## config.mk

```make
export PLATFORM = sky130hd
export DESIGN_NAME = capsense_scanner
export DESIGN_NICKNAME = d
export VERILOG_FILES = /design/src/rtl/capsense_scanner.sv
export SDC_FILE = /design/constraint.sdc
export NUM_CORES = 1
export LEC_CHECK = 0
export ABC_AREA = 0
export BUFFER_PORTS_ARGS = -buffer_cell sky130_fd_sc_hd__buf_4
export CELL_PAD_IN_SITES_DETAIL_PLACEMENT = 1
export CELL_PAD_IN_SITES_GLOBAL_PLACEMENT = 1
export CORE_MARGIN = 2
export CORE_UTILIZATION = 54
export CTS_CLUSTER_SIZE = 40
export DETAILED_ROUTE_END_ITERATION = 10
export GPL_TIMING_DRIVEN = 0
export HOLD_SLACK_MARGIN = 0.12
export PLACE_DENSITY = 0.9
export SYNTH_ARGS = -nofsm -noshare
export SYNTH_HDL_FRONTEND = slang
export SYNTH_SLANG_ARGS = --single-unit
```

## constraint.sdc

```tcl
create_clock -name clk_i -period 5.2 [get_ports clk_i]
set_clock_uncertainty 0.1 [all_clocks]
set_input_delay 1.04 -clock clk_i [delete_from_list [all_inputs] [get_ports clk_i]]
set_output_delay 1.04 -clock clk_i [all_outputs]
set_load 0.01 [all_outputs]
```

## src/rtl/capsense_scanner.sv

```systemverilog
// Capacitive-touch scan controller: discharge/charge/measure per pad, baseline calibration, debounced flags.
// Latency: count_o one cycle after STORE; buttons_o/calibrated_o update on the edge frame_done_o rises.
// Backpressure: none; count_vld_o and frame_done_o are unacknowledged one-cycle pulses.
module capsense_scanner #(
    parameter int N       = 4,
    parameter int CNT_W   = 12,
    parameter int DIS_CYC = 16,
    parameter int MAX_CNT = 4095,
    parameter int THRESH  = 8,
    parameter int DEB     = 3,
    localparam int CH_W   = (N > 1) ? $clog2(N) : 1
) (
    input  logic             clk_i,
    input  logic             rst_ni,
    input  logic             scan_en_i,
    input  logic             recal_i,
    input  logic [N-1:0]     pad_i,
    output logic [N-1:0]     pad_oe_o,
    output logic [N-1:0]     buttons_o,
    output logic             calibrated_o,
    output logic             frame_done_o,
    output logic [CNT_W-1:0] count_o,
    output logic [CH_W-1:0]  count_ch_o,
    output logic             count_vld_o
);

    localparam int               DIS_W    = $clog2(DIS_CYC + 1);
    localparam logic [CH_W-1:0]  LAST_CH  = CH_W'(N - 1);
    localparam logic [CNT_W-1:0] MAX_C    = CNT_W'(MAX_CNT);
    localparam logic [DIS_W-1:0] DIS_LAST = DIS_W'(DIS_CYC - 1);
    localparam logic [3:0]       DEB_LAST = 4'(DEB - 1);
    localparam logic [CNT_W:0]   THRESH_W = (CNT_W + 1)'(THRESH);

    typedef enum logic [1:0] {IDLE, DISCHARGE, CHARGE, STORE} state_t;

    state_t           state_q, state_d;
    logic [N-1:0]     pad_meta, pad_sync;
    logic [CH_W-1:0]  ch;
    logic [DIS_W-1:0] dis_cnt;
    logic [CNT_W-1:0] cnt;
    logic             cal_pending, cal_frame;
    logic [CNT_W-1:0] baseline [N];
    logic [3:0]       deb [N];
    logic [N-1:0]     raw_q, raw_d;
    logic             frame_start, frame_end;
    logic             timeout, over_thresh;
    logic [CNT_W:0]   limit;

    always_ff @(posedge clk_i or negedge rst_ni) begin
        if (!rst_ni) begin
            pad_meta <= '0;
            pad_sync <= '0;
        end else begin
            pad_meta <= pad_i;
            pad_sync <= pad_meta;
        end
    end

    always_ff @(posedge clk_i or negedge rst_ni) begin
        if (!rst_ni) state_q <= IDLE;
        else         state_q <= state_d;
    end

    always_comb begin
        state_d     = state_q;
        frame_start = 1'b0;
        frame_end   = 1'b0;
        case (state_q)
            IDLE: begin
                if (scan_en_i) begin
                    state_d     = DISCHARGE;
                    frame_start = 1'b1;
                end
            end
            DISCHARGE: begin
                if (dis_cnt == DIS_LAST) state_d = CHARGE;
            end
            CHARGE: begin
                if (pad_sync[ch] || timeout) state_d = STORE;
            end
            STORE: begin
                if (ch == LAST_CH) begin
                    frame_end = 1'b1;
                    if (scan_en_i) begin
                        state_d     = DISCHARGE;
                        frame_start = 1'b1;
                    end else begin
                        state_d = IDLE;
                    end
                end else begin
                    state_d = DISCHARGE;
                end
            end
            default: state_d = IDLE;
        endcase
    end

    // Pads are only released while charging; every other state keeps them discharged.
    assign pad_oe_o = (state_q == CHARGE) ? '0 : '1;

    // Threshold sum carries an extra bit so a high baseline cannot wrap.
    assign timeout     = (cnt == MAX_C);
    assign limit       = {1'b0, baseline[ch]} + THRESH_W;
    assign over_thresh = ({1'b0, cnt} > limit);

    always_comb begin
        raw_d = raw_q;
        if (state_q == STORE && !cal_frame) raw_d[ch] = over_thresh || timeout;
    end

    always_ff @(posedge clk_i or negedge rst_ni) begin
        if (!rst_ni) begin
            ch           <= '0;
            dis_cnt      <= '0;
            cnt          <= '0;
            cal_pending  <= 1'b1;
            cal_frame    <= 1'b0;
            raw_q        <= '0;
            buttons_o    <= '0;
            calibrated_o <= 1'b0;
            frame_done_o <= 1'b0;
            count_o      <= '0;
            count_ch_o   <= '0;
            count_vld_o  <= 1'b0;
            for (int i = 0; i < N; i++) begin
                baseline[i] <= '0;
                deb[i]      <= '0;
            end
        end else begin
            raw_q        <= raw_d;
            frame_done_o <= frame_end;
            count_vld_o  <= (state_q == STORE);

            if (state_q == DISCHARGE) dis_cnt <= dis_cnt + DIS_W'(1);
            else                      dis_cnt <= '0;

            if (state_q == CHARGE) begin
                if (state_d == CHARGE) cnt <= cnt + CNT_W'(1);
            end else begin
                cnt <= '0;
            end

            // A recal in the frame-start cycle lands in cal_pending for the following frame.
            if (frame_start) begin
                cal_frame   <= cal_pending;
                cal_pending <= recal_i;
            end else if (recal_i) begin
                cal_pending <= 1'b1;
            end

            if (frame_start)                            ch <= '0;
            else if (state_q == STORE && ch != LAST_CH) ch <= ch + CH_W'(1);

            if (state_q == STORE) begin
                count_o    <= cnt;
                count_ch_o <= ch;
                if (cal_frame) baseline[ch] <= cnt;
            end

            if (frame_end) begin
                if (cal_frame) calibrated_o <= 1'b1;
                for (int i = 0; i < N; i++) begin
                    if (cal_frame) begin
                        buttons_o[i] <= 1'b0;
                        deb[i]       <= '0;
                    end else if (raw_d[i] != buttons_o[i]) begin
                        if (deb[i] == DEB_LAST) begin
                            buttons_o[i] <= raw_d[i];
                            deb[i]       <= '0;
                        end else begin
                            deb[i] <= deb[i] + 4'd1;
                        end
                    end else begin
                        deb[i] <= '0;
                    end
                end
            end
        end
    end

endmodule

```

* Yosys cells after proc, flatten, opt, wreduce, memory -nomap -nowiden
Index checks and enable logic that the tools add are counted.
** Word-level totals
- Bits in registers :: 120
- Input port bits :: 8
- Output and inout bits :: 25
** Operators by class
- Add/subtract/negate cells :: 8
- Magnitude comparators :: 5
- Eq/ne operators :: 17
- Mux-type cells :: 55
- Bitwise operators :: 1
- Reduce and logical (&&, ||, !) cells :: 24
** Operators with widths (number)
- $mux W12 :: 5
- $mux W4 :: 14
- $bwmux W48 :: 1
- $bmux W12 S2 :: 1
- $demux W12 S2 :: 1
- $mux W1 :: 21
- $reduce_bool A2 Y1 :: 10
- $add A4 B1 Y4 const B :: 4
- $eq A4 B2 Y1 const B :: 4
- $add A12 B4 Y13 const B :: 1
- $gt A12 B13 Y1 :: 1
- $add A12 B1 Y12 const B :: 1
- $eq A12 B12 Y1 const B :: 1
- $mux W2 :: 6
- $reduce_and A3 Y1 :: 4
- $eq A2 B2 Y1 const B :: 4
- $pmux W2 S4 :: 1
- $add A5 B1 Y5 const B :: 1
- $eq A5 B4 Y1 const B :: 1
- $mux W5 :: 1
- $bwmux W4 :: 1
- $logic_and A1 B1 Y1 :: 4
- $ne A1 B1 Y1 :: 4
- $reduce_and A2 Y1 :: 2
- 15 further kinds :: 16

* Logic depth before layout (Yosys ltp)
- Word-level depth :: 12
- Mapped depth :: 15
- Depth with buffers taken out :: 14

* Least setup slack after synthesis
OpenSTA, ideal clock, no wires.
- Kind :: register to register
- From :: register ch[0]
- To :: register deb[11] (netlist name)
- Arrival :: 3149 ps
- Required time :: 4974 ps
- Slack :: 1825 ps
- Cell stages (with the launch flop) :: 14
- Buffers on the path :: 2
- Clock period less this slack :: 3375 ps
- Path through :: dfrtp_1 > buf_6 > buf_12 > mux4_2 > and2_1 > nand4_1 > xor2_1 > ha_1 > a2111oi_0 > o21ai_1 > o2111ai_1 > a211o_1 > nand2_1 > a221o_1
** On the way
- Longest elaborated chain between the ends :: 12
** Ends and longest elaborated chain
- start: declaration :: RTL line 38 : logic [CH_W-1:0] ch;
- start signal: assignment :: RTL line 152 : else if (state_q == STORE && ch != LAST_CH) ch <= ch + CH_W'(1);
- $not A2 Y3 (implied by the code) :: RTL line 103 : assign limit = {1'b0, baseline[ch]} + THRESH_W;
- $bmux W12 S2 :: RTL line 103
- $mux W12 (implied by the code) (2 in series) :: RTL line 103
- $add A12 B4 Y13 :: RTL line 103
- $gt A12 B13 Y1 :: RTL line 104 : assign over_thresh = ({1'b0, cnt} > limit);
- $logic_or A1 B1 Y1 :: RTL line 108 : if (state_q == STORE && !cal_frame) raw_d[ch] = over_thresh || timeout;
- $bwmux W4 :: RTL line 108
- $mux W4 :: RTL line 108
- $ne A1 B1 Y1 :: RTL line 166 : end else if (raw_d[i] != buttons_o[i]) begin
- $mux W4 :: RTL line 166
- $mux W4 :: RTL line 163 : if (cal_frame) begin
- end signal: indexed assignment :: RTL line 171 : deb[i] <= deb[i] + 4'd1;
- end: declaration :: RTL line 43 : logic [3:0] deb [N];
Several ways; a longest one is shown, not always the timed one. The select of a mux whose other input is x is not followed.
A chain may end at the register's enable or synchronous reset.

* Worst setup path after layout
- From :: register ch[1]
- To :: register deb[6] (netlist name)
The elaborated chain is that of the path after synthesis.

==> reports/results.ini <==
[logic_synthesis]
yosysMostFrequentCell=dfrtp_1
synth_area_leader_cell=dfrtp_1
async_reset_ff_share_pct=100.0
ys_seq_area_share_pct=49.42
synth_enable_flop_cells=0
ys_ff_latch=119
synth_top_family_by_area=multiplexers
synthTopCellsByCount=dfrtp_1, mux2_2, nand2_1, ha_1, nor2_1
synth.distinct_cells=51
ys.flop_type=dfrtp_1
synth_xor_area_share_pct=3.487
synth_area_mm2=0.006028
yosys.area_share.simple_pct=12.41
synth_compound_area_share_pct=6.870
muxShareOfSynthArea_pct=17.19
syn_nets=549
yosys_warnings=0
synth.area.top_cells=dfrtp_1, mux2_2, ha_1, mux4_1, nand2_1
syn_area_per_cell_um2=11.87
netlist_instances=508
synth_top_area_share_pct=48.98
synth-adder-area-share_pct=6.849

[place]
portBuffers=32
hpwl_um=11170
place_congestion=0.8038
dp.cells=681
pre_cts_slack_ns=1.044

[sta]
fin_setup_tns_ns=0
layout_setup_ws_ns=0.7271
rsz0062_at_grt=no
slew_headroom_pct=37.69
drv_slew=0
setup_viol=0
clock.fmax_mhz=223.6
period_share_pct=86.02
worst_slew_pin_slew_ns=0.9269
finalHoldViolCount=0
fin_crit_ns=4.473

[global_route]
antenna_found_initial=0
grt_pass1_vias=5238
grt_pass1_wl_um=32200
grt_max_degree=75
grt_usage_pct=37.50
overflow=0

[floorplan]
start_util_pct=55.37
die_width_um=109.7
ioPinCount=33
core_mm2=0.01089
die_area_mm2=0.01202
rows=38
die_y_um=109.7

[clocking]
clk_latency_ns=0.52
tritoncts=built
numCtsBuffers=17
clkTransAtPathRegs_ns=0.06
cts_max_path_buffers=2
clkSinkCount=119
cts_post_setup_buffers_inserted=0
ctsResizeCount=0
root_buffer=clkbuf_8
ctsHoldBuffers=0
cts_max_level=4

[critical_path]
r2r_slack_ns=0.73
slowest_stage=dfrtp_1
critPathLaunch=ch[1]
start_kind=register
worstSetupPathType=register to register
r2r_end=deb[6]
crit_path_max_incr_delay_ns=0.57
critPathCaptureType=register
required_ns=5.50
worst-r2r-cell-count=13
cp_max_fo=10
crit_chain=buf_2, mux4_1, and2_1, nor2b_1, nand3_1, xor2_1, ha_1, a2111oi_0, o21ai_1, o2111ai_1, a211o_1, nand2_1, a221o_1
crit_arrival_ns=4.77
cp-endpoint=deb[6]
r2r_start=ch[1]

[power_and_ir_drop]
power_density_mw_per_mm2=342.9
peakVddDrop_uv=309.3
p_comb_share_pct=9.2
p_switching_uw=608.6
power_leakage_uw=0.003376
sw_frac_of_total_pct=25.11
p_int_uw=1816
seq_power_share_pct=40.4
p_clk_share_pct=50.4

[layout]
fin_nets=601
final_cells=712
synthToLayoutAreaGrowth_pct=17.27
utilization_pct=64.93
fill_cells=1068
drive_above_1_share_pct=23.43
n_antenna_cell=0

[detailed_routing]
drt_pre_antenna_iters=7
drt_iter0_drc=492
via_per_inst=6.581
wl_per_cell_um=29.14
drc=0
totalWireLength_um=20750
postRouteAntennaNets=0
num_vias=4686

[hold_path]
min_path_type=register to register
holdCritStartpoint=pad_meta[3]

[run_status]
status=complete, no violations

[job]
drv_cap=0

[cell families after synthesis]
logic type / Yosys count
and+or+nand+nor: 148
xor gates and xnor gates: 24
adders and majority gates: 33
buffers and inverters: 48
DFF: 119
muxes: 77
AOI/OAI and AO/OA: 59
[per-stage QoR]
step	power, µW	instance area, µm²	hold WS [ns]
2_1_floorplan	1116	6028	0.2312
3_3_place_gp	1169	6444	0.2344
3_5_place_dp	1195	6471	0.2426
4_1_cts	2419	7063	0.2640
5_1_grt	2483	7069	0.2698
6_report	2424	7069	0.2653
[flip-flops by register name (all words and copies together), names as in the netlist]
signal        cells
baseline         48
deb              16
cnt              12
count_o          12
dis_cnt           5
buttons_o         4
pad_meta          4
pad_sync          4
raw_q             3
ch                2
count_ch_o        2
state_q           2
cal_frame         1
cal_pending       1
calibrated_o      1
count_vld_o       1
frame_done_o      1
[routing by layer]
metal	wire, µm	global-route usage, %	vias up
met5	0	0	-
li1	-	-	1910
met4	832	16.09	0
met1	8016	46.14	2433
met3	1334	8.714	80
met2	10570	63.40	263
[worst min-delay path by stage]
stage,to,slack (ns),depth (start not counted)
after floorplan,pad_sync[0],0.23,0
after global placement,pad_sync[0],0.23,0
after detailed placement,pad_sync[1],0.24,0
after CTS,pad_sync[3],0.26,0
after global routing,pad_sync[1],0.27,0
final,pad_sync[3],0.27,0
[layout make-up]
type | instances | area, µm² | area share [%]
clock inverters | 10 | 152.6 | 2.159
repair buffers | 33 | 267.8 | 3.788
flip-flops and latches | 119 | 2979 | 42.14
inverters | 24 | 90.09 | 1.274
plain buffers | 24 | 137.6 | 1.947
clock buffers | 21 | 439.2 | 6.212
multi-input cells | 341 | 2828 | 40.00
well taps | 140 | 175.2 | 2.478
[power groups by stage]
stage                     combinational (µW)  clock (µW)  sequential, µW
after floorplan                          132           0             983
after global placement                   181           0             987
after detailed placement                 203           0             992
after CTS                                221        1220             979
after global routing                     239        1260             983
final                                    223        1220             980
[worst max-delay path: cells and delay by family (launching register included)]
family	cells	cell delay, ns
adders and majority gates	1	0.21
muxes	1	0.33
buffers and inverters	1	0.40
DFF	1	0.57
xor gates and xnor gates	1	0.20
AOI/OAI and AO/OA	5	1.76
and+or+nand+nor	4	0.79
[layout by cell type (no fill, tap or decap), types with 10 or more instances in the layout]
cell       instances
clkbuf_16         16
mux2_1            11
inv_1             24
nand4_1           10
o21ai_1           18
ha_1              33
buf_4             35
clkbuf_1          16
nand3_1           20
a21oi_1           10
xnor2_1           14
xor2_1            10
dfrtp_1          118
nand2_1           42
mux2_2            47
nor2_1            31
(Power assumes the default switching activity.)
